==> src/rtl/mmio_device_buffer.sv <==
// mmio_device_buffer: memory-mapped output port for the CPU data-memory bus.
//
// Stores to DATA_ADDR push words into a small FIFO. The FIFO drains to an
// external device over a valid/ready handshake. Loads from STATUS_ADDR return
// the occupancy and sticky error flags. Stores to STATUS_ADDR clear those flags.
//
// Ports:
//   clk, reset      clock, asynchronous active-low reset
//   address         data-memory address
//   writeData       store data
//   memWrite        store strobe
//   memRead         load strobe
//   readData        load data (combinational, 0 when hit=0)
//   hit             address decodes to this device
//   devData         FIFO head word
//   devValid        FIFO non-empty
//   devReady        device accepts head word
//   irq             one-cycle pulse after the FIFO drains to empty
module mmio_device_buffer #(
  parameter logic [31:0] DATA_ADDR   = 32'hFFFF8004,
  parameter logic [31:0] STATUS_ADDR = 32'hFFFF8000,
  parameter int unsigned DEPTH       = 4,
  parameter int unsigned CW          = 3
) (
  input  logic        clk,
  input  logic        reset,
  input  logic [31:0] address,
  input  logic [31:0] writeData,
  input  logic        memWrite,
  input  logic        memRead,
  output logic [31:0] readData,
  output logic        hit,
  output logic [31:0] devData,
  output logic        devValid,
  input  logic        devReady,
  output logic        irq
);

  localparam int unsigned PW = CW - 1;

  logic [31:0]   mem_q [DEPTH];
  logic [31:0]   mem_d [DEPTH];
  logic [PW-1:0] wr_ptr_q, wr_ptr_d;
  logic [PW-1:0] rd_ptr_q, rd_ptr_d;
  logic [CW-1:0] count_q, count_d;
  logic          ovf_q, ovf_d;
  logic          udf_q, udf_d;
  logic          irq_q, irq_d;

  logic        data_sel, status_sel;
  logic        empty, full;
  logic        pop, push_req, push;
  logic        status_wr;
  logic [31:0] status_word;

  assign data_sel   = (address == DATA_ADDR);
  assign status_sel = (address == STATUS_ADDR);
  assign hit        = data_sel | status_sel;

  assign empty = (count_q == '0);
  assign full  = (count_q == CW'(DEPTH));

  assign devValid = ~empty;
  assign devData  = mem_q[rd_ptr_q];
  assign irq      = irq_q;

  assign pop       = devValid & devReady;
  assign push_req  = memWrite & data_sel;
  // A full FIFO still takes a word when the head leaves in the same cycle.
  assign push      = push_req & (~full | pop);
  assign status_wr = memWrite & status_sel;

  always_comb begin
    status_word            = '0;
    status_word[0]         = empty;
    status_word[1]         = full;
    status_word[2]         = ovf_q;
    status_word[3]         = udf_q;
    status_word[4 +: CW]   = count_q;
  end

  // Reads reflect pre-edge state, even when a store hits the same address.
  always_comb begin
    readData = '0;
    if (data_sel) begin
      readData = empty ? 32'h0 : devData;
    end else if (status_sel) begin
      readData = status_word;
    end
  end

  always_comb begin
    mem_d    = mem_q;
    wr_ptr_d = wr_ptr_q;
    rd_ptr_d = rd_ptr_q;
    count_d  = count_q;

    if (push) begin
      mem_d[wr_ptr_q] = writeData;
      wr_ptr_d        = wr_ptr_q + PW'(1);
    end
    if (pop) begin
      rd_ptr_d = rd_ptr_q + PW'(1);
    end
    if (push && !pop) begin
      count_d = count_q + CW'(1);
    end else if (pop && !push) begin
      count_d = count_q - CW'(1);
    end

    // Set has priority over a software clear in the same cycle.
    ovf_d = ovf_q;
    if (status_wr && writeData[2]) ovf_d = 1'b0;
    if (push_req && !push)         ovf_d = 1'b1;

    udf_d = udf_q;
    if (status_wr && writeData[3])   udf_d = 1'b0;
    if (memRead && data_sel && empty) udf_d = 1'b1;

    irq_d = pop & ~push & (count_q == CW'(1));
  end

  always_ff @(posedge clk or negedge reset) begin
    if (!reset) begin
      mem_q    <= '{default: '0};
      wr_ptr_q <= '0;
      rd_ptr_q <= '0;
      count_q  <= '0;
      ovf_q    <= 1'b0;
      udf_q    <= 1'b0;
      irq_q    <= 1'b0;
    end else begin
      mem_q    <= mem_d;
      wr_ptr_q <= wr_ptr_d;
      rd_ptr_q <= rd_ptr_d;
      count_q  <= count_d;
      ovf_q    <= ovf_d;
      udf_q    <= udf_d;
      irq_q    <= irq_d;
    end
  end

endmodule

==> config.mk <==
export PLATFORM = sky130hd
export DESIGN_NAME = mmio_device_buffer
export DESIGN_NICKNAME = d
export VERILOG_FILES = /design/src/rtl/mmio_device_buffer.sv
export SDC_FILE = /design/constraint.sdc
export NUM_CORES = 1
export LEC_CHECK = 0
export CAP_MARGIN = 10
export CORE_ASPECT_RATIO = 0.7
export CORE_MARGIN = 2
export CORE_UTILIZATION = 47
export DETAILED_ROUTE_END_ITERATION = 7
export HOLD_SLACK_MARGIN = 0.06
export PLACE_DENSITY = 0.86
export SLEW_MARGIN = 20
export SYNTH_ARGS = -nofsm -noshare
export SYNTH_HDL_FRONTEND = slang
export SYNTH_SLANG_ARGS = --single-unit
==> constraint.sdc <==
create_clock -name clk -period 2.3 [get_ports clk]
set_input_delay 0.46 -clock clk [delete_from_list [all_inputs] [get_ports clk]]
set_output_delay 0.46 -clock clk [all_outputs]
set_load 0.03 [all_outputs]
# After elaboration in Yosys (flattened, before gate mapping)
# Index checks and enable logic that the tools add are counted.
# Widths: inputs -> output; s select.
# word_totals
regBits	138
input_bits	69
wordCells	63
# classes
addsub	4
magnitude_cmp	3
eq_ne	4
muxes	15
bitwise	13
n_reduce_logical	14
# ops
cell	n
$mux 32	5
$bwmux 128	1
$bmux 32 s2	1
$demux 32 s2	1
$eq 32x32->1 const B	2
$logic_and 1x1->1	8
$mux 7	1
$and 1x1->1	6
$ge 3x3->1 const B	2
$mux 3	2
$not 2->3	2
$reduce_bool 2->1	3
$add 2x1->2 const B	2
$mux 1	4
$add 3x1->3 const B	1
$eq 3x1->1 const B	1
$eq 3x3->1 const B	1
$logic_not 3->1	1
$lt 3x1->1 const B	1
$not 1->1	3
$sub 3x1->3 const B	1
$logic_not 1->1	2
$or 1x1->1	2

# Depth between registers and ports, before layout
# Gate-level depths: netlist of the first run.
# depth
word_depth	9
depth_mapped	10

# Least setup slack after synthesis of the first run
# No wires, ideal clock.
# synth_timing
path_type	register to output
from	reg count_q[0]
to	out readData[10]
arrival_time_ps	2369
path_slack_ps	-529
path_stages_with_launch	10
n_path_buf	2
path_cell_list	dfrtp_1 inv_1 ha_1 nor2b_1 inv_1 and2_1 clkbuf_1 nand3_1 clkbuf_1 nor2b_1
# synth_via
elab_chain_len	3
# synth_rtl
item	line	text
start: declaration	45	logic [CW-1:0] count_q, count_d;
start signal: assignment	136	count_q <= count_d;
$logic_not 3->1	60	assign empty = (count_q == '0);
$mux 32	86	readData = empty ? 32'h0 : devData;
$mux 32	85	if (data_sel) begin
end: declaration	31	output logic [31:0] readData,
# No other way between the ends.

# Worst setup path in the final report of the first run
# layout_timing
from	reg count_q[0]
to	out readData[28]
# Same word-level chain as after synthesis.

==> results by group, run 1 <==
STA
  – Clock skew: ~0.0066 ns
  – Hold WS: between 0.4 and 0.5 ns
  – Endpoints failing setup: 47
  – Slew Limit Fails: 0
  – Worst slew pin tran: 0.523 ns
  – Min Tclk post-route: around 2.5 ns
  – Fmax: about 400 MHz
  – Rel. slew slack: 0.651
  – RSZ-0062 raised after global routing: yes
  – Final WS setup: -0.225 ns
  – Fin crit share: 1.10
  – Final hold violations: 0

Hold path
  – Hold Path Stages: 1
  – HP Start: mem_q[3]$_DFFE_PN0P_
  – Hold Path End: mem_q[3]$_DFFE_PN0P_
  – Hold Path Class: flop to flop

Synth
  – Mapped cell area: just under 7000 µm²
  – Synth cell types: 34
  – Ranking of synthesized cells by area: dfrtp_1 51%, mux2_2 14%, mux4_2 11%
  – Syn Area/Cell: ~15 µm²
  – Post-synth top area share: 0.513
  – Synth Instances: roughly 440
  – Yosys reg bits: 138
  – Synthesized net count: about 500
  – Cell accounting for the most synthesized area: dfrtp_1
  – EDFF count, synth: 0
  – Yosys warning count: 0
  – Ys flop type: dfrtp_1
  – Seq/Total Area, Yosys: 0.513
  – Synth async-reset ratio: 1.00

Pwr
  – Pint: around 4.6 mW
  – Switching share of total power: 0.204
  – Net Switching: 1.17 mW
  – VDD IR max: ~0.46 mV
  – Sequential group share of total power: 0.422
  – P_leak: 4.81 nW
  – Combinational Power Share: 0.037
  – Clock power share: 0.540
  – Pwr dens: about 570 nW/µm²
  – Tot Pwr: between 5 and 6 mW

Routing
  – DR WL/cell: ~21 µm
  – DRT Pass-1 Iters: 6
  – DR DRC count: 0
  – DR iter-0 viols: ~160
  – DR vias: around 4500
  – DR vias/cell: between 5 and 6
  – Routed Antenna Nets: 0
  – Post-Route WL: about 18000 µm

Run status
  – Status: finished with violations
  – Failing checks: negative setup slack

Placed design
  – Port bufs: around 140
  – Post-Place Cell Area: around 8600 µm²
  – Dpl hpwl: 10800 µm
  – Pre-CTS setup slack: -0.369 ns
  – Final weighted congestion in routability-driven placement: 0.793

Setup path
  – Maximum fanout along the worst path: 5
  – CP arrival: slightly above 2 ns
  – CP Capture Type: output pin
  – Reg-to-Reg Start: count_q[0]$_DFFE_PN0P_
  – CP Class: flop to output pin
  – Worst r2r path cells: 12
  – Worst Path Required: approximately 1.8 ns
  – Worst Setup Start Kind: flop
  – FF-to-FF End: count_q[1]$_DFFE_PN0P_
  – Register-to-register setup slack: ~0.20 ns

Die
  – Initial core utilization: 0.482
  – Core ar.: between 10000 and 15000 µm²
  – Die area: 15300 µm²
  – Ports: approximately 140
  – Row count: 36
  – Die H: 104 µm
  – Die W: about 150 µm

Layout
  – Fillers: about 870
  – Seq. cell area: approximately 3500 µm²
  – Final net count: 708
  – Footprint of the multi-input gates: 3400 µm²
  – Utilization after layout: 0.717
  – Syn-to-layout area delta: 48.9%
  – Share of cells above drive strength 1: 0.583
  – Final instance area: 10000 µm²
  – N_diodes: 0

Clock tree
  – CTS tree: built
  – Clock root buffer: clkbuf_16
  – Reg clk slew, reported paths: about 0.06 ns
  – Worst skew pair latency: 0.41 ns
  – H-Tree Depth: 4
  – Clock Path Buffers: 2
  – CTS Sinks: between 100 and 150
  – Num CTS Buffers: 17

Global route
  – Grt ovf: 0
  – Vias in the first global route: between 5000 and 6000
  – Total track usage: 0.240
  – Initial antenna violation count: 0
  – Global-route wire length before repair: 28200 µm
  – Pin count of the biggest net entering global routing: between 50 and 60

Run
  – Max Cap Viol: 0
[how the worst max path moves through the flow]
stage                                 startpoint  slack [ns]  depth (start not counted)            to
after CTS                 count_q[0]$_DFFE_PN0P_       -0.25                         10  readData[12]
after floorplan                      address[31]       -0.16                          5  readData[10]
after global placement               address[31]       -0.28                          7   readData[1]
final                     count_q[0]$_DFFE_PN0P_       -0.23                         10  readData[28]
after detailed placement             address[30]       -0.37                          7   readData[1]
after global routing      count_q[1]$_DFFE_PN0P_       -0.28                         10  readData[30]
[cells in the mapped netlist, types with 2 or more instances]
cell type	instances
nand4_4	4
nor2b_1	28
clkbuf_1	9
and3_1	4
xnor2_1	4
mux2_1	17
nand3_1	4
and2_1	2
mux2i_1	2
nand4_1	5
ha_1	10
dfrtp_1	138
nor4b_1	2
mux4_2	32
mux2_2	82
nor2_1	12
a2bb2oi_1	2
a21oi_1	4
nand2_1	5
inv_1	10
buf_6	12
xor2_1	2
mux2_4	30
buf_2	4
nor4_1	2
[routing by layer]
layer / vias to the layer above / track usage / share of wire
met5: - / 0 / 0
met4: 0 / 0.0783 / 0.019
met3: 30 / 0.0469 / 0.035
met2: 120 / 0.417 / 0.53
met1: 2366 / 0.305 / 0.42
li1: 1986 / - / -
[kinds of logic (layout without fill, tap and decap cells)]
kind of cell	Yosys count	after routing	synth area share
AOI/OAI and AO/OA	10	10	0.0108
adders and majority gates	10	10	0.0186
muxes	163	163	0.343
DFF	138	138	0.513
and+or+nand+nor	73	73	0.0731
xor gates and xnor gates	6	6	0.00781
buffers and inverters	35	242	0.0337
[power by group through the flow]
stage / combinational, mW / clock, mW / sequential [mW]
floorplan: 0.0158 / 0 / 2.47
global placement: 0.212 / 0 / 2.47
detailed placement: 0.221 / 0 / 2.47
CTS: 0.215 / 3.13 / 2.43
global route: 0.235 / 3.26 / 2.43
finish: 0.216 / 3.11 / 2.43
[through the flow]
step                std cells  setup TNS (ns)
CTS                       825           -7.64
floorplan                 435           -4.44
global route              832           -9.51
global placement          768          -30.36
detailed placement        768          -45.72
finish                    832           -6.50
[repair_timing]
item | CTS | global route
endpoints found under the hold margin | 52 | 0
pin swaps | 19 | 14
hold buffers | 1 | 0
cloned | 5 | 0
endpoints found under the setup margin | 42 | 64
gates resized for setup | 125 | 39
setup buffers | 20 | 14
[worst max-delay path, stage by stage, from the launching register on]
cell     delay [ns]
dfrtp_1        0.37
inv_2          0.07
ha_4           0.16
nor2b_4        0.12
inv_2          0.07
and2_4         0.15
nand3_4        0.12
buf_4          0.19
buf_12         0.14
nor2b_4        0.13
buf_6          0.14
[cell usage in the layout, fill, tap and decap left out, types with 21 or more instances in the layout]
cell	synthesis	routed
mux2_4	30	30
clkdlybuf4s50_1	0	37
mux4_2	32	32
mux2_2	82	82
dlygate4sd2_1	0	26
buf_6	12	75
nor2b_4	0	24
buf_12	0	21
buf_4	0	32
dfrtp_1	138	137
[registers in the layout (all words and copies together) (netlist names)]
| name | cells |
|---|---|
| mem_q | 128 |
| count_q | 3 |
| wr_ptr_q | 2 |
| rd_ptr_q | 2 |
| ovf_q | 1 |
| irq | 1 |
| udf_q | 1 |
[cell type report]
| cell class | count | area share |
|---|---|---|
| Clock buffer | 18 | 0.0428 |
| Clock inverter | 14 | 0.0245 |
| Timing Repair Buffer | 200 | 0.221 |
| Inverter | 10 | 0.00375 |
| Sequential cell | 138 | 0.345 |
| Multi-Input combinational cell | 262 | 0.339 |
| Tap cell | 190 | 0.0237 |
(Power assumes the default switching activity.)
==> run 2, diff against run 1 <==
--- a/config.mk
+++ b/config.mk
@@ -12,7 +12,9 @@
 export DETAILED_ROUTE_END_ITERATION = 7
 export HOLD_SLACK_MARGIN = 0.06
 export PLACE_DENSITY = 0.86
+export REMOVE_ABC_BUFFERS = 1
 export SLEW_MARGIN = 20
 export SYNTH_ARGS = -nofsm -noshare
 export SYNTH_HDL_FRONTEND = slang
 export SYNTH_SLANG_ARGS = --single-unit
+export TNS_END_PERCENT = 5
==> run 2 against run 1 <==
Compared with the run above: the flow still finishes with violations (negative setup slack); core utilization down 3.4 points; cell area down 4.8%; cell count down 1.8%; non-clock buffer count down 15; largest power group unchanged.
==> results by group, run 2 (synthesized netlist as in run 1, its figures left out) <==
Clock tree
  – Num CTS Buffers: 17 (unchanged)
  – H-Tree Depth: 4 (unchanged)
  – CTS Sinks: 138 (unchanged)
  – Clock Path Buffers: 2 (unchanged)
  – Worst skew pair latency: 0.41 ns (about the same)
  – Reg clk slew, reported paths: 0.06 ns (about the same)
  – CTS tree: built
  – Clock root buffer: clkbuf_16

Pwr
  – Tot Pwr: 5.55 mW (-3.5%)
  – VDD IR max: 0.483 mV (+6.2%)
  – P_leak: 4.63 nW (-3.7%)
  – Pwr dens: 582 nW/µm² (+1.4%)

Setup path
  – Worst Setup Start Kind: flop
  – Slowest CP cell: dfrtp_1
  – Crit-path most repeated cell: inv_2
  – CP Capture Type: output pin
  – CP Class: flop to output pin
  – Buf/Inv on CP: 4 (-1)
  – CP arrival: 2.09 ns (+0.02 ns)
  – Crit-path cells: inv_2 -> ha_4 -> nor2b_4 -> inv_2 -> and2_4 -> nand3_4 -> buf_12 -> nor2b_1 -> buf_4
  – Maximum fanout along the worst path: 7 (+2)
  – Worst Path Required: 1.84 ns (about the same)
  – CP max stage delay: 0.36 ns (about the same)
  – Register-to-register setup slack: 0.28 ns (+0.08 ns)
  – CP top delay family: simple AND/OR/NAND/NOR gates

STA
  – Fmax: 392 MHz (-0.92%)
  – Fin crit share: 1.11 (+0.0102)
  – Clock skew: 0.00864 ns (+0.00207 ns)
  – Final hold violations: 0 (unchanged)
  – Min Tclk post-route: 2.55 ns (+0.0234 ns)
  – RSZ-0062 raised after global routing: yes
  – Final WS setup: -0.249 ns (-0.0234 ns)
  – Slew Limit Fails: 0 (unchanged)
  – Worst slew pin tran: 0.524 ns (+0.00109 ns)
  – Endpoints failing setup: 53 (+13%)
  – Rel. slew slack: 0.651 (-0.000728)

Routing
  – DRT Pass-1 Iters: 5 (-1)
  – DR vias/cell: 5.43 (+0.37%)
  – DR iter-0 viols: 167 (+3.7%)
  – DR vias: 4437 (-1.4%)
  – DR WL/cell: 20.0 µm (-6.2%)
  – Routed Antenna Nets: 0 (unchanged)
  – Post-Route WL: 16300 µm (-7.9%)
  – DR DRC count: 0 (unchanged)

Layout
  – Footprint of the multi-input gates: 3240 µm² (-4.8%)
  – Share of cells above drive strength 1: 0.531 (-0.0515)
  – Syn-to-layout area delta: 41.8%
  – Final net count: 693 (-2.1%)
  – Fillers: 931 (+6.9%)
  – Max reg flops: 128 (unchanged)
  – Commonest non-fill, non-tap cell in the layout: dfrtp_1
  – Most flop-heavy register: mem_q
  – N_diodes: 0 (unchanged)
  – Post-Layout Cell Count: 817 (-1.8%)
  – Seq. cell area: 3460 µm² (about the same)
  – Top flop regs: mem_q x128, count_q x3
  – Commonest non-fill, non-tap cells in the layout: 136 x dfrtp_1, 82 x mux2_2, 49 x buf_4

Die
  – Row count: 36 (unchanged)
  – Die W: 147 µm (unchanged)
  – Die area: 15300 µm² (unchanged)
  – Core ar.: 14000 µm² (unchanged)
  – Die H: 104 µm (unchanged)
  – Initial core utilization: 0.482 (unchanged)
  – Ports: 136 (unchanged)

Run
  – Max Cap Viol: 0 (unchanged)

Global route
  – Global-route wire length before repair: 26100 µm (-7.2%)
  – Initial antenna violation count: 0 (unchanged)
  – Total track usage: 0.222 (-0.0181)
  – Vias in the first global route: 4784 (-5.9%)
  – Grt ovf: 0 (unchanged)
  – Pin count of the biggest net entering global routing: 67 (+20%)

Placed design
  – Final weighted congestion in routability-driven placement: 0.795 (+0.34%)
  – Pre-CTS setup slack: -0.395 ns (-0.0261 ns)
  – Dpl hpwl: 10500 µm (-2.8%)
  – Cell total after placement: 767 (-0.13%)
  – Port bufs: 135 (unchanged)

Run status
  – Status: finished with violations
  – Failing checks: negative setup slack

Hold path
  – Hold Path Class: flop to flop
-- run 2: cell types whose count changed in the layout (fill, tap and decap cells not counted), moves of 4 or more --
cell,before,now
buf_6,75,27
nor2b_1,4,16
clkdlybuf4s15_2,0,21
nor2_2,6,2
buf_12,21,14
nor2_1,4,10
nor2b_4,24,10
buf_4,32,49
-- run 2: path summary, 6_finish.rpt --
| check | from | endpoint | depth (start not counted) |
|---|---|---|---|
| min in group asynchronous | reset | mem_q[127]$_DFFE_PN0P_ | 2 |
| max | count_q[0]$_DFFE_PN0P_ | readData[28] | 9 |
| min | mem_q[24]$_DFFE_PN0P_ | mem_q[24]$_DFFE_PN0P_ | 1 |
| min reg2reg | mem_q[24]$_DFFE_PN0P_ | mem_q[24]$_DFFE_PN0P_ | 1 |
| max in group asynchronous | reset | mem_q[21]$_DFFE_PN0P_ | 3 |
| max reg2reg | count_q[0]$_DFFE_PN0P_ | count_q[1]$_DFFE_PN0P_ | 10 |
-- run 2: per-stage QoR --
stage | hold WS (ns) | utilization | setup TNS, ns | cell area (µm²)
floorplan | 0.164 | - | -44.46 | 6540
global placement | 0.433 | 0.604 | -30.01 | 8440
detailed placement | 0.448 | 0.604 | -42.23 | 8440
CTS | 0.487 | 0.670 | -7.21 | 9360
global route | 0.505 | 0.683 | -11.00 | 9540
finish | 0.485 | 0.683 | -6.88 | 9540
-- run 2: cell type report --
| class | count | share of cell area |
|---|---|---|
| sequential | 138 | 0.362 |
| multi-input combinational | 262 | 0.339 |
| timing repair buffer | 185 | 0.203 |
| clock buffer | 19 | 0.0464 |
| tap | 190 | 0.0249 |
| clock inverter | 13 | 0.0201 |
| inverter | 10 | 0.00394 |
-- run 2: metal layers --
metal	wire length [µm]	global-route usage	part of all wire	vias up
met5	0	0	0	-
met4	253	0.0707	0.015	0
met3	720	0.0535	0.044	23
met2	8260	0.365	0.51	113
met1	7090	0.294	0.43	2340
li1	-	-	-	1961
-- run 2: power breakdown --
group	leakage [nW]	total (mW)	internal, mW	switching (mW)
Combinational	2.41	0.211	0.104	0.107
Clock	0.301	2.91	1.85	1.06
Sequential	1.93	2.43	2.43	0.00000000331
-- run 2: what timing repair did --
item                       in CTS  in global routing
cloned                          2                  1
pin swaps                      14                  4
hold buffers                    1                  0
setup buffers                  11                  3
hold endpoints to repair       50                  0
resized for setup             135                 35
setup endpoints to repair      61                 67
==> run 3, diff against run 2 <==
--- a/config.mk
+++ b/config.mk
@@ -5,6 +5,7 @@
 export SDC_FILE = /design/constraint.sdc
 export NUM_CORES = 1
 export LEC_CHECK = 0
+export ABC_CLOCK_PERIOD_IN_PS = 2100
 export CAP_MARGIN = 10
 export CORE_ASPECT_RATIO = 0.7
 export CORE_MARGIN = 2
==> constraint.sdc (replaced) <==
create_clock -name clk -period 2.1 [get_ports clk]
set_input_delay 0.42 -clock clk [delete_from_list [all_inputs] [get_ports clk]]
set_output_delay 0.42 -clock clk [all_outputs]
set_load 0.03 [all_outputs]
==> run 3 against run 2 <==
Compared with the run above: combinational power rose by 10%; largest cell class unchanged; non-clock buffer count rose by 3; via count fell by 1.2%; critical path depth fell by 2; wire length fell by 1.7%; critical endpoint is now readData[19]; the run still ends with negative setup slack left; count of clock-buffer cells in the layout did not move; largest power group unchanged; worst setup slack got worse by 0.18 ns; clock power fell by 2%.
==> results by group, run 3 (synthesized netlist as in run 1, its figures left out) <==
Clock tree
  – Clock Path Buffers: 2 (unchanged)
  – CTS Sinks: 138 (unchanged)
  – H-Tree Depth: 4 (unchanged)
  – Num CTS Buffers: 17 (unchanged)
  – Worst skew pair latency: 0.41 ns (about the same)
  – Clock root buffer: clkbuf_16
  – Reg clk slew, reported paths: 0.06 ns (about the same)
  – CTS tree: built

Placed design
  – Final weighted congestion in routability-driven placement: 0.767 (-3.5%)
  – Dpl hpwl: 10300 µm (-1.5%)
  – Pre-CTS setup slack: -0.459 ns (-0.0633 ns)
  – Port bufs: 135 (unchanged)

Setup path
  – CP max stage delay: 0.43 ns (+0.07 ns)
  – CP Class: input pin to output pin
  – Worst Path Required: 1.68 ns (-0.16 ns)
  – CP top delay family: simple AND/OR/NAND/NOR gates
  – CP Capture Type: output pin
  – CP arrival: 2.11 ns (+0.02 ns)
  – Crit-path cells: clkdlybuf4s50_1 -> nor4b_2 -> and4_4 -> nand3_4 -> clkbuf_16 -> nor2b_1 -> buf_4
  – Slowest CP cell: clkdlybuf4s50_1
  – Worst r2r path cells: 8 (-2)
  – Maximum fanout along the worst path: 6 (-1)
  – Critical path depth: 7 (-2)
  – Worst Setup Start Kind: input pin
  – Buf/Inv on CP: 3 (-1)

Layout
  – Seq. cell area: 3460 µm² (unchanged)
  – Most flop-heavy register: mem_q
  – Top flop regs: mem_q x128, count_q x3
  – Commonest non-fill, non-tap cell in the layout: dfrtp_1
  – Fillers: 937 (+0.64%)
  – Final net count: 696 (+0.43%)
  – Commonest non-fill, non-tap cells in the layout: 136 x dfrtp_1, 82 x mux2_2, 50 x buf_4
  – Max reg flops: 128 (unchanged)
  – Syn-to-layout area delta: 41.7% (about the same)
  – Footprint of the multi-input gates: 3270 µm² (+1.0%)
  – N_diodes: 0 (unchanged)
  – Share of cells above drive strength 1: 0.546 (+0.0149)

Die
  – Ports: 136 (unchanged)
  – Die area: 15300 µm² (unchanged)
  – Die H: 104 µm (unchanged)
  – Initial core utilization: 0.482 (unchanged)
  – Die W: 147 µm (unchanged)
  – Core ar.: 14000 µm² (unchanged)
  – Row count: 36 (unchanged)

Global route
  – Total track usage: 0.219 (-0.00338)
  – Global-route wire length before repair: 25700 µm (-1.5%)
  – Vias in the first global route: 4758 (-0.54%)
  – Initial antenna violation count: 0 (unchanged)
  – Grt ovf: 0 (unchanged)
  – Pin count of the biggest net entering global routing: 56 (-16%)

Pwr
  – Net Switching: 1.27 mW (+9.3%)
  – Switching share of total power: 0.222 (+0.0117)
  – P_leak: 4.59 nW (-0.93%)
  – VDD IR max: 0.639 mV (+32%)
  – Clock power share: 0.497 (-0.028)
  – Pwr dens: 602 nW/µm² (+3.5%)
  – Tot Pwr: 5.74 mW (+3.5%)
  – Pint: 4.47 mW (+1.9%)
  – Combinational Power Share: 0.040 (+0.002)
  – Sequential group share of total power: 0.463 (+0.026)

Routing
  – Post-Route WL: 16000 µm (-1.7%)
  – DR WL/cell: 19.6 µm (-2.1%)
  – DR iter-0 viols: 208 (+25%)
  – Metal2 WL: 8220 µm (-0.50%)
  – DRT Pass-1 Iters: 4 (-1)
  – DR DRC count: 0 (unchanged)
  – DR vias: 4385 (-1.2%)
  – Met3 wire length: 751 µm (+4.3%)
  – Routed Antenna Nets: 0 (unchanged)
  – DR vias/cell: 5.35 (-1.5%)
  – Top routing layer in use: met4
  – Met1 Wirelength: 6910 µm (-2.5%)

STA
  – Final hold violations: 0 (unchanged)
  – Fin crit share: 1.20
  – Endpoints failing setup: 65 (+23%)
  – Rel. slew slack: 0.689 (+0.0383)
  – Clock skew: 0.00613 ns (-0.00251 ns)
  – Fmax: just under 400 MHz
  – Slew Limit Fails: 0 (unchanged)
  – Worst slew pin tran: 0.467 ns (-0.0575 ns)
  – Setup tns final: -17.58 ns (-10.71 ns)
  – Min Tclk post-route: between 2 and 3 ns
  – RSZ-0062 raised after global routing: yes
  – Final WS setup: -0.427 ns (-0.178 ns)

Run
  – Max Cap Viol: 0 (unchanged)

Hold path
  – Hold Path Class: flop to flop
  – Hold Path Stages: 1 (unchanged)

Run status
  – Status: finished with violations
  – Failing checks: negative setup slack
run 3: changes by cell type in the layout (fill, tap and decap cells not counted), moves of 2 or more:
cell             before  now
clkinvlp_4            3    6
nor2b_1              16   11
nor2b_2               2    6
clkdlybuf4s15_2      21   19
buf_6                27   31
bufinv_16             4    1
run 3: area by class of cell:
cell class | count | share of cell area
clock buffer | 19 | 0.0475
sequential | 138 | 0.362
clock inverter | 13 | 0.0126
multi-input combinational | 262 | 0.343
inverter | 10 | 0.00394
timing repair buffer | 188 | 0.206
tap | 190 | 0.0249
run 3: worst paths after layout:
path,from,endpoint,slack (ns)
worst max-delay path,address[14],readData[19],-0.43
worst min-delay path,udf_q$_DFFE_PN0P_,udf_q$_DFFE_PN0P_,0.49
worst max register to register,count_q[1]$_DFFE_PN0P_,mem_q[8]$_DFFE_PN0P_,0.11
worst min register to register,udf_q$_DFFE_PN0P_,udf_q$_DFFE_PN0P_,0.49
max in group asynchronous,reset,mem_q[47]$_DFFE_PN0P_,0.85
min in group asynchronous,reset,mem_q[109]$_DFFE_PN0P_,0.52
run 3: power groups by stage:
| stage | clock network (mW) | registers (mW) | logic [mW] |
|---|---|---|---|
| after global routing | 3.03 | 2.66 | 0.256 |
| after floorplan | 0 | 2.71 | 0.0144 |
| final | 2.85 | 2.66 | 0.232 |
| after global placement | 0 | 2.71 | 0.234 |
| after CTS | 2.90 | 2.66 | 0.234 |
| after detailed placement | 0 | 2.71 | 0.242 |
run 3: repair_timing:
action	CTS	global route
gates cloned	2	1
buffers inserted	12	2
hold endpoints to repair	42	0
resized for setup	147	45
pin swaps	15	3
hold buffers	1	0
endpoints found under the setup margin	68	72
run 3: worst reg2reg max path, stage by stage, from the launching register on:
cell     delay [ns]
dfrtp_1        0.40
inv_2          0.09
ha_4           0.13
buf_4          0.10
nand2_1        0.06
or2_4          0.30
nand4_4        0.14
buf_4          0.26
mux2_2         0.37
run 3: through the flow:
stage | util | instances | hold WS [ns] | instance area [µm²]
after global placement | 0.604 | 770 | 0.372 | 8440
final | 0.683 | 820 | 0.485 | 9540
after floorplan | - | 410 | 0.124 | 6540
after detailed placement | 0.604 | 770 | 0.378 | 8440
after CTS | 0.669 | 817 | 0.485 | 9340
after global routing | 0.683 | 820 | 0.505 | 9540
run 3: metal layers:
metal / vias to the layer above / GRT usage
li1: 1963 / -
met1: 2291 / 0.275
met2: 115 / 0.374
met3: 16 / 0.0531
met4: 0 / 0.0728
met5: - / 0
